==> config.mk <==
export PLATFORM = sky130hd
export DESIGN_NAME = adder_arbiter_flat
export DESIGN_NICKNAME = d
export VERILOG_FILES = /design/src/rtl/adder_arbiter_if.sv /design/src/rtl/adder_arbiter.sv /design/src/flat_wrapper.sv
export SDC_FILE = /design/constraint.sdc
export NUM_CORES = 1
export LEC_CHECK = 0
export ABC_AREA = 1
export CELL_PAD_IN_SITES_DETAIL_PLACEMENT = 0
export CELL_PAD_IN_SITES_GLOBAL_PLACEMENT = 1
export CORE_MARGIN = 4
export CORE_UTILIZATION = 24
export DETAILED_ROUTE_END_ITERATION = 10
export HOLD_SLACK_MARGIN = 0.02
export PLACE_DENSITY_LB_ADDON = 0.1
export SLEW_MARGIN = 5
export SYNTH_ARGS = -nofsm -noshare
export SYNTH_HDL_FRONTEND = slang
export SYNTH_SLANG_ARGS = --single-unit
==> constraint.sdc <==
create_clock -name clk -period 2.7 [get_ports clk]
set_input_delay 0.54 -clock clk [delete_from_list [all_inputs] [get_ports clk]]
set_output_delay 0.54 -clock clk [all_outputs]
set_load 0.02 [all_outputs]
==> src/rtl/adder_arbiter_if.sv <==
// Request/adder/response bundle for adder_arbiter.
// The arbiter connects through the slave modport; the environment
// (requesters, shared adder and response consumer) uses the master modport.
interface adder_arbiter_if;
    // requester side: four requesters, 32-bit operands packed by index
    logic [3:0]   req_valid;
    logic [3:0]   req_ready;
    logic [127:0] req_a;
    logic [127:0] req_b;
    logic [3:0]   req_cin;

    // shared 32-bit adder
    logic [31:0]  add_a;
    logic [31:0]  add_b;
    logic         add_cin;
    logic [31:0]  add_s;
    logic         add_cout;

    // response side
    logic         rsp_valid;
    logic         rsp_ready;
    logic [1:0]   rsp_id;
    logic [31:0]  rsp_sum;
    logic         rsp_cout;
    logic         rsp_ovf;

    modport slave (
        input  req_valid, req_a, req_b, req_cin, add_s, add_cout, rsp_ready,
        output req_ready, add_a, add_b, add_cin,
               rsp_valid, rsp_id, rsp_sum, rsp_cout, rsp_ovf
    );

    modport master (
        output req_valid, req_a, req_b, req_cin, add_s, add_cout, rsp_ready,
        input  req_ready, add_a, add_b, add_cin,
               rsp_valid, rsp_id, rsp_sum, rsp_cout, rsp_ovf
    );
endinterface

==> src/rtl/adder_arbiter.sv <==
// adder_arbiter: round-robin arbiter sharing one external 32-bit adder
// among four requesters. One operation is in flight at a time; the adder
// result is sampled ADD_LAT cycles after the operands are launched and held
// in a response register until the consumer accepts it.
// Optional feature: define ADDER_ARB_OVF_EN to build the signed-overflow
// flag on rsp_ovf; otherwise rsp_ovf is tied to 0.
module adder_arbiter #(
    parameter int unsigned ADD_LAT = 1  // adder latency in cycles, legal 1..7
) (
    input  logic           clk,
    input  logic           rst,
    adder_arbiter_if.slave bus
);

    typedef enum logic [1:0] {
        IDLE = 2'd0,
        BUSY = 2'd1,
        RESP = 2'd2
    } state_t;

    state_t      state;
    state_t      state_nxt;
    logic [1:0]  ptr;
    logic [2:0]  cnt;
    logic [1:0]  grant_idx;
    logic        grant_vld;
    logic        xfer;
    logic        capture;
    logic [31:0] add_a_q;
    logic [31:0] add_b_q;
    logic        add_cin_q;
    logic [1:0]  id_q;
    logic [31:0] sum_q;
    logic        cout_q;

    // Round-robin search: first valid requester at ptr, ptr+1, ... mod 4
    always_comb begin
        // NOTE: every output of a combinational block gets a default first, so no path leaves it unassigned and no latch is inferred.
        grant_vld = 1'b0;
        grant_idx = ptr;
        for (int k = 0; k < 4; k++) begin
            if (!grant_vld && bus.req_valid[ptr + 2'(k)]) begin
                grant_vld = 1'b1;
                grant_idx = ptr + 2'(k);
            end
        end
    end

    // Grants only in IDLE and never while reset is asserted
    assign bus.req_ready = (state == IDLE && grant_vld && !rst)
                         ? (4'b0001 << grant_idx) : 4'b0000;
    assign xfer    = |(bus.req_valid & bus.req_ready);
    assign capture = (state == BUSY) && (cnt == 3'd1);

    // FSM state register
    always_ff @(posedge clk) begin
        // NOTE: sequential state uses non-blocking assignment so every register samples pre-edge values.
        if (rst) state <= IDLE;
        else     state <= state_nxt;
    end

    // FSM next-state logic
    always_comb begin
        state_nxt = state;
        unique case (state)
            IDLE:    if (xfer)          state_nxt = BUSY;
            BUSY:    if (cnt == 3'd1)   state_nxt = RESP;
            RESP:    if (bus.rsp_ready) state_nxt = IDLE;
            default:                    state_nxt = IDLE;
        endcase
    end

    // Operand launch, latency counter, pointer and result capture
    always_ff @(posedge clk) begin
        if (rst) begin
            ptr       <= 2'd0;
            cnt       <= 3'd0;
            add_a_q   <= 32'd0;
            add_b_q   <= 32'd0;
            add_cin_q <= 1'b0;
            id_q      <= 2'd0;
            sum_q     <= 32'd0;
            cout_q    <= 1'b0;
        end else begin
            if (xfer) begin
                add_a_q   <= bus.req_a[grant_idx*32 +: 32];
                add_b_q   <= bus.req_b[grant_idx*32 +: 32];
                add_cin_q <= bus.req_cin[grant_idx];
                id_q      <= grant_idx;
                ptr       <= grant_idx + 2'd1;
                cnt       <= 3'(ADD_LAT);
            end else if (state == BUSY) begin
                cnt <= cnt - 3'd1;
            end
            if (capture) begin
                sum_q  <= bus.add_s;
                cout_q <= bus.add_cout;
            end
        end
    end

`ifdef ADDER_ARB_OVF_EN
    logic ovf_q;

    // Signed overflow: like-signed operands whose sum flips sign
    always_ff @(posedge clk) begin
        if (rst)          ovf_q <= 1'b0;
        else if (capture) ovf_q <= (add_a_q[31] == add_b_q[31]) &&
                                   (bus.add_s[31] != add_a_q[31]);
    end

    assign bus.rsp_ovf = ovf_q;
`else
    assign bus.rsp_ovf = 1'b0;
`endif

    assign bus.add_a     = add_a_q;
    assign bus.add_b     = add_b_q;
    assign bus.add_cin   = add_cin_q;
    assign bus.rsp_valid = (state == RESP);
    assign bus.rsp_id    = id_q;
    assign bus.rsp_sum   = sum_q;
    assign bus.rsp_cout  = cout_q;

endmodule
==> src/flat_wrapper.sv <==
// flat-port wrapper written by rule: the top's interface ports become plain ports
module adder_arbiter_flat 
#(
    parameter int unsigned ADD_LAT = 1                                        
)
  (clk, rst, bus_req_valid, bus_req_a, bus_req_b, bus_req_cin, bus_add_s, bus_add_cout, bus_rsp_ready, bus_req_ready, bus_add_a, bus_add_b, bus_add_cin, bus_rsp_valid, bus_rsp_id, bus_rsp_sum, bus_rsp_cout, bus_rsp_ovf);
  adder_arbiter_if bus_i ();
  input  logic clk;
  input  logic rst;
  input wire logic [$bits(bus_i.req_valid)-1:0] bus_req_valid;
  input wire logic [$bits(bus_i.req_a)-1:0] bus_req_a;
  input wire logic [$bits(bus_i.req_b)-1:0] bus_req_b;
  input wire logic [$bits(bus_i.req_cin)-1:0] bus_req_cin;
  input wire logic [$bits(bus_i.add_s)-1:0] bus_add_s;
  input wire logic [$bits(bus_i.add_cout)-1:0] bus_add_cout;
  input wire logic [$bits(bus_i.rsp_ready)-1:0] bus_rsp_ready;
  output wire logic [$bits(bus_i.req_ready)-1:0] bus_req_ready;
  output wire logic [$bits(bus_i.add_a)-1:0] bus_add_a;
  output wire logic [$bits(bus_i.add_b)-1:0] bus_add_b;
  output wire logic [$bits(bus_i.add_cin)-1:0] bus_add_cin;
  output wire logic [$bits(bus_i.rsp_valid)-1:0] bus_rsp_valid;
  output wire logic [$bits(bus_i.rsp_id)-1:0] bus_rsp_id;
  output wire logic [$bits(bus_i.rsp_sum)-1:0] bus_rsp_sum;
  output wire logic [$bits(bus_i.rsp_cout)-1:0] bus_rsp_cout;
  output wire logic [$bits(bus_i.rsp_ovf)-1:0] bus_rsp_ovf;
  assign bus_i.req_valid = bus_req_valid;
  assign bus_i.req_a = bus_req_a;
  assign bus_i.req_b = bus_req_b;
  assign bus_i.req_cin = bus_req_cin;
  assign bus_i.add_s = bus_add_s;
  assign bus_i.add_cout = bus_add_cout;
  assign bus_i.rsp_ready = bus_rsp_ready;
  assign bus_req_ready = bus_i.req_ready;
  assign bus_add_a = bus_i.add_a;
  assign bus_add_b = bus_i.add_b;
  assign bus_add_cin = bus_i.add_cin;
  assign bus_rsp_valid = bus_i.rsp_valid;
  assign bus_rsp_id = bus_i.rsp_id;
  assign bus_rsp_sum = bus_i.rsp_sum;
  assign bus_rsp_cout = bus_i.rsp_cout;
  assign bus_rsp_ovf = bus_i.rsp_ovf;
  adder_arbiter #(.ADD_LAT(ADD_LAT)) u_core (.clk(clk), .rst(rst), .bus(bus_i));
endmodule
==> metrics.txt, run 1 <==
remaining global-route overflow 0; critical path required time approximately 2.2 ns; Synth cell types 30; Initial Utilization between 20% and 30%; crit path DAT 2.04 ns; Fmax 0.388 GHz; Detailed Routing Iterations Pass 1 4; dpl hpwl ~24,000 um; Logic pwr share 72.5%; Seq/Total Area, Yosys 30.9%; DRC viols 0; Die ar. between 0.03 and 0.04 mm^2; DIE WIDTH 178 um; die height around 180 um; Hold WC Path Type reg -> reg; Syn Area/Cell 5.54 um^2; first-pass GRT wire length between 40,000 and 50,000 um; largest net degree at the start of global routing 104; final hold slack approximately 0.49 ns; initial antenna violation count 3; layout cell share with drive strength beyond 1 6.84%; clock period minus worst slack around 2.6 ns; Final #Nets 1,934; CP Max Fanout 8; Port-buffer cells 404; critical path cell sequence buf_6 > nand2_1 > nand2_2 > nand2_1 > nand2_2 > inv_1 > nand3_2 > nand3_2 > buf_4 > buf_4 > nor3_4 > buf_6; Placer Congestion 0.761; vias in the first global route 8,341; Routed WL 32,100 um; clock power share around a tenth; clk slew on worst S/H paths 0.09 ns; per-cell routed wire length 15.9 um; Post-Syn Instances 1,249; remaining antenna violation count after routing 0; worst skew pair latency 0.36 ns; hold_buf cts 0; worst path buffer plus inverter count 5; Root Driver clkbuf_16; I/O pin total 406; Row Count 61; Setup TNS 0 ns; Startpoint Class flop; leakage 5.77 nW; Yosys top cell area share between 30% and 40%; status finished clean; delay-heaviest family, CP buffers and inverters; largest area contributor in the netlist nand2_1; yosys warns 0; core area 0.0281 mm^2; critical path class reg -> out; TritonCTS clock tree done; Clock Sinks 107; Global Route Usage Sum 19.3%; setup violators final 0; Post-DP Area 0.0114 mm^2; crit path launch u_core.ptr[0]; normalized max-slew margin 52.9%; CTS Buf Count 9; Clock Tree Buf Depth 2; Final Hold Viols 0; Area Overhead vs Synth 71.8%; syn_nets 1,551; Slew @ Worst Pin 0.707 ns; clock skew 0.0184 ns; final period utilization 95.4%; H-tree depth 3; CP max-delay cell dfxtp_4; mapped cell area between 0.006 and 0.007 mm^2; sequential power share between 10% and 20%; Finished Layout Cells 2,017; fin area about 0.012 mm^2; Synth area leaders nand2_1 (32%), dfxtp_1 (31%), nor2_1 (11%); flops & latches, synth 107; switch share 51.5%; P per Cell Area roughly 1100 mW/mm^2; peak supply drop around 0.86 mV; Worst path max stage delay 0.41 ns; placed insts approximately 2k; Int Pwr 6.61 mW; Min-Delay Startpoint u_core.bus.add_b[25]; DR iter-0 viols approximately 360; worst reg2reg startpoint u_core.ptr[0]; critical path endpoint category output port; Slew Limit Fails 0; max-cap violations 0; RSZ-0062 raised after global routing yes; Psw 7.03 mW; Vias/cell 4.28; final core occ 42.3%; via count roughly 8.6k
cell families after synthesis:
kind of cell    after synthesis  share of synthesized area [%]
compound gates               42                           3.16
fa+ha+maj                     2                          0.361
simple gates                943                           54.5
other cells                   1                         0.0542
xor+xnor                      2                          0.253
buf+inv                     152                           10.7
flops                       107                           30.9
flip-flops by register name, indices dropped and copies added, names as in the netlist:
register / cells
u_core.cnt: 3
u_core.bus.add_cin: 1
u_core.bus.rsp_cout: 1
u_core.bus.rsp_sum: 32
u_core.state: 2
u_core.ptr: 2
u_core.bus.add_a: 32
u_core.bus.rsp_id: 2
u_core.bus.add_b: 32
layout make-up:
class	count	area [um^2]
repair buffers	454	4540
multi-input cells	990	4150
clock inverters	7	88.8
well taps	378	473
diodes	2	5.00
clock buffers	9	225
fillers	3051	16200
flip-flops and latches	107	2150
inverters	70	273
power groups by stage:
stage | Sequential, mW | Combinational [mW] | Clock [mW]
floorplan | 2.90 | 5.60 | 0
global placement | 2.35 | 9.43 | 0
detailed placement | 2.36 | 9.42 | 0
CTS | 2.34 | 9.90 | 1.48
global route | 2.40 | 11.1 | 1.54
finish | 2.34 | 9.89 | 1.42
metal layers:
layer  vias to the layer above  wire length (um)  track usage, %
li1                       4556                 -               -
met1                      3785             13300            23.1
met2                       261             15500            33.4
met3                        24              2840            6.52
met4                         0               515            4.67
met5                         -                 0               0
cells in the mapped netlist:
| cell type | n |
|---|---|
| nand4_4 | 1 |
| ha_1 | 2 |
| nor4_1 | 1 |
| nand4_1 | 1 |
| inv_2 | 2 |
| buf_6 | 14 |
| inv_4 | 1 |
| dfxtp_1 | 107 |
| nand4_2 | 1 |
| xor2_1 | 2 |
| inv_1 | 65 |
| nand3_1 | 123 |
| nand2_4 | 1 |
| nand3_2 | 2 |
| clkinv_1 | 2 |
| o211ai_1 | 1 |
| clkbuf_1 | 20 |
| a21oi_1 | 5 |
| a211oi_1 | 1 |
| nand2_1 | 596 |
| buf_2 | 39 |
| nor2_2 | 1 |
| nand2_2 | 9 |
| nor3_1 | 3 |
| a2111oi_0 | 1 |
| o21ai_0 | 34 |
| buf_4 | 4 |
| buf_1 | 5 |
| nor2_1 | 204 |
| conb_1 | 1 |
worst reg2reg max path: stages (launching register included):
cell     delay [ns]
dfxtp_4        0.39
buf_6          0.14
nand2_1        0.07
nand2_2        0.06
nand2_2        0.07
nand2_4        0.08
nor2_4         0.12
nand4_1        0.18
nand2_4        0.13
buf_12         0.11
buf_4          0.17
buf_4          0.37
nand2_1        0.10
nand2_1        0.11
nand2_1        0.06
nand3_1        0.10
nand2_1        0.05
inv_1          0.04
metrics by stage:
stage	setup slack [ns]	power, mW
finish	0.124	13.6
global route	-0.0189	15.1
CTS	0.0166	13.7
detailed placement	-0.581	11.8
global placement	-0.547	11.8
floorplan	0.178	8.50
what timing repair did:
item                       in CTS  in global routing
hold endpoints to repair        0                  0
setup endpoints to repair      23                 21
gates cloned                    2                  0
buffers inserted                3                  3
gates resized for setup        28                 22
pin swaps                       2                 16
cells in the final DEF (no fill, tap or decap), drive strengths merged, types with 3 or more instances in the layout:
master and instances:
nand2 606, clkdlybuf4s50 395, nor2 205, nand3 125
dfxtp 107, inv 71, buf 53, o21ai 34
clkbuf 9, clkinv 6, a21oi 5, dlygate4sd2 4
nand4 3, nor3 3
final timing paths:
kind / cells after the start / end / slack (ns)
hold / removal: 2 / u_core.bus.add_b[25] / 0.49
hold reg to reg: 2 / u_core.bus.add_b[25] / 0.49
setup / recovery: 12 / bus_req_ready[2] / 0.12
setup reg to reg: 17 / u_core.bus.add_b[18] / 0.29
No activity file was read; power rests on OpenSTA's default activity.
==> run 2, diff against run 1 <==
- PLACE_DENSITY: default -> 0.89
- PLACE_DENSITY_LB_ADDON: 0.1 -> default
==> metrics.txt, run 2 (same netlist as run 1, synthesis figures left out) <==
max-cap violations 0 (unchanged); CTS Buf Count 9 (unchanged); delay-heaviest family, CP simple AND/OR/NAND/NOR gates (was buffers and inverters); final period utilization 94.7% (was 95.4%); Die ar. 0.0316 mm^2 (unchanged); path depth of the worst reg2reg path 17 (unchanged); critical path endpoint category output port (unchanged); P per Cell Area 1100 mW/mm^2 (was 1150 mW/mm^2); CP Max Fanout 11 (was 8); diode count 0 (was 2); Hold WC Path Type reg -> reg (unchanged); Initial Utilization 24.6% (unchanged); crit path launch u_core.ptr[0] (unchanged); Fmax 0.391 GHz (was 0.388 GHz); final hold slack 0.482 ns (was 0.486 ns); vias in the first global route 8,584 (was 8,341); via count 8,734 (was 8,626); largest net degree at the start of global routing 68 (was 104); die height 178 um (unchanged); Placement Setup Slack -0.567 ns (was -0.581 ns); normalized max-slew margin 53.0% (was 52.9%); critical path cell sequence buf_12 > nand2_1 > nand2_2 > nand2_1 > nand2_2 > nor2_2 > nand4_1 > nand2_4 > nand2_1 > nor2_1 > buf_4 (was buf_6 > nand2_1 > nand2_2 > nand2_1 > nand2_2 > inv_1 > nand3_2 > nand3_2 > buf_4 > buf_4 > nor3_4 > buf_6); final core occ 41.7% (was 42.3%); Clock Tree Buf Depth 2 (unchanged); Crit Reg-Reg Endpoint u_core.bus.add_a[26] (was u_core.bus.add_b[18]); worst path buffer plus inverter count 2 (was 5); peak supply drop 0.711 mV (was 0.855 mV); Post-DP Area 0.0114 mm^2 (about the same); commonest non-fill, non-tap cell in the layout nand2_1 (unchanged); critical path class reg -> out (unchanged); fin area 0.0117 mm^2 (was 0.0119 mm^2); core area 0.0281 mm^2 (unchanged); Critical Path End bus_req_ready[3] (was bus_req_ready[2]); clock skew 0.0130 ns (was 0.0184 ns); DRC viols 0 (unchanged); Crit path top cell by count nand2_1; per-cell routed wire length 14.3 um (was 15.9 um); Slew Limit Fails 0 (unchanged); dpl hpwl 22,400 um (was 23,700 um); Fillers 2,986 (was 3,051); H-tree depth 3 (unchanged); clock period minus worst slack 2.56 ns (was 2.58 ns); Global Route Usage Sum 17.4% (was 19.3%); Startpoint Class flop (unchanged); CP Depth 11 (was 12); remaining antenna violation count after routing 0 (unchanged); worst reg2reg startpoint u_core.ptr[0] (unchanged); worst skew pair latency 0.35 ns (was 0.36 ns); layout cell share with drive strength beyond 1 5.81% (was 6.84%); DIE WIDTH 178 um (unchanged); TritonCTS clock tree done (unchanged); leakage 5.70 nW (was 5.77 nW); RSZ-0062 raised after global routing yes (unchanged); setup violators final 0 (unchanged); Worst path max stage delay 0.37 ns (was 0.41 ns); Row Count 61 (unchanged); Port-buffer cells 404 (unchanged); status finished clean (unchanged); clk slew on worst S/H paths 0.08 ns (was 0.09 ns); Final Hold Viols 0 (unchanged); slack of the critical path 0.144 ns (was 0.124 ns); Vias/cell 4.34 (was 4.28); DR iter-0 viols 457 (was 355); initial antenna violation count 0 (was 3); Detailed Routing Iterations Pass 1 4 (unchanged); I/O pin total 406 (unchanged); Placer Congestion 0.860 (was 0.761); Final #Nets 1,932 (was 1,934); r2r setup slk 0.31 ns (was 0.29 ns); hold_buf cts 0 (unchanged); Register Area 0.00215 mm^2 (unchanged); Root Driver clkbuf_16 (unchanged); first-pass GRT wire length 44,200 um (was 47,900 um); Routed WL 28,900 um (was 32,100 um); area of the multi-input gates 0.00408 mm^2 (was 0.00415 mm^2); CP max-delay cell dfxtp_4 (unchanged); most frequent cells in the layout nand2_1 (591), clkdlybuf4s50_1 (395), nor2_1 (203) (was nand2_1 (584), clkdlybuf4s50_1 (395), nor2_1 (202)); remaining global-route overflow 0 (unchanged); Slew @ Worst Pin 0.705 ns (was 0.707 ns); critical path required time 2.16 ns (about the same); Area Overhead vs Synth 69.3% (was 71.8%); crit path DAT 2.02 ns (was 2.04 ns); Clock Sinks 107 (unchanged)
-- run 2: cell type report --
cell class / count / share of cell area (%)
inverters: 70 / 2.33
clock inverters: 5 / 0.512
repair buffers: 452 / 38.1
multi-input cells: 990 / 34.8
clock buffers: 11 / 1.99
flip-flops and latches: 107 / 18.3
well taps: 378 / 4.03
-- run 2: worst min path at each step --
stage / depth (start not counted) / end / from
global placement: 2 / u_core.bus.add_a[6] / u_core.bus.add_a[6]
global route: 2 / u_core.bus.add_b[25] / u_core.bus.add_b[25]
finish: 2 / u_core.bus.add_b[25] / u_core.bus.add_b[25]
CTS: 2 / u_core.bus.add_b[25] / u_core.bus.add_b[25]
detailed placement: 2 / u_core.bus.add_b[29] / u_core.bus.add_b[29]
floorplan: 2 / u_core.cnt[1] / u_core.cnt[1]
-- run 2: layer usage --
layer | vias to the layer above | GRT usage [%] | wire length (um)
met2 | 322 | 30.2 | 13700
met1 | 3824 | 20.1 | 11700
met3 | 35 | 6.35 | 2840
met5 | - | 0 | 0
met4 | 0 | 4.90 | 638
li1 | 4553 | - | -
-- run 2: worst reg2reg max path, delay by kind of cell (launching register included) --
kind	cells	cell delay [ns]
simple gates	13	1.21
flops	1	0.39
buf+inv	4	0.74
-- run 2: through the flow --
step / total power [mW] / std cells / setup TNS, ns
detailed placement: 11.6 / 1994 / -10.33
floorplan: 8.50 / 1249 / 0
global placement: 11.5 / 1994 / -7.06
finish: 12.9 / 2013 / 0
global route: 14.3 / 2013 / -0.0515
CTS: 13.0 / 2011 / 0
-- run 2: power by group --
part	leakage, nW	switching (mW)	total [mW]	internal [mW]
combinational	4.68	5.70	9.14	3.44
sequential	0.881	0.275	2.35	2.08
clock	0.141	0.636	1.36	0.728
-- run 2: repair_timing --
action                     4_1_cts  5_1_grt
buffers inserted                 1        2
resized for setup               30        9
pin swaps                        4        4
setup endpoints to repair        4       12
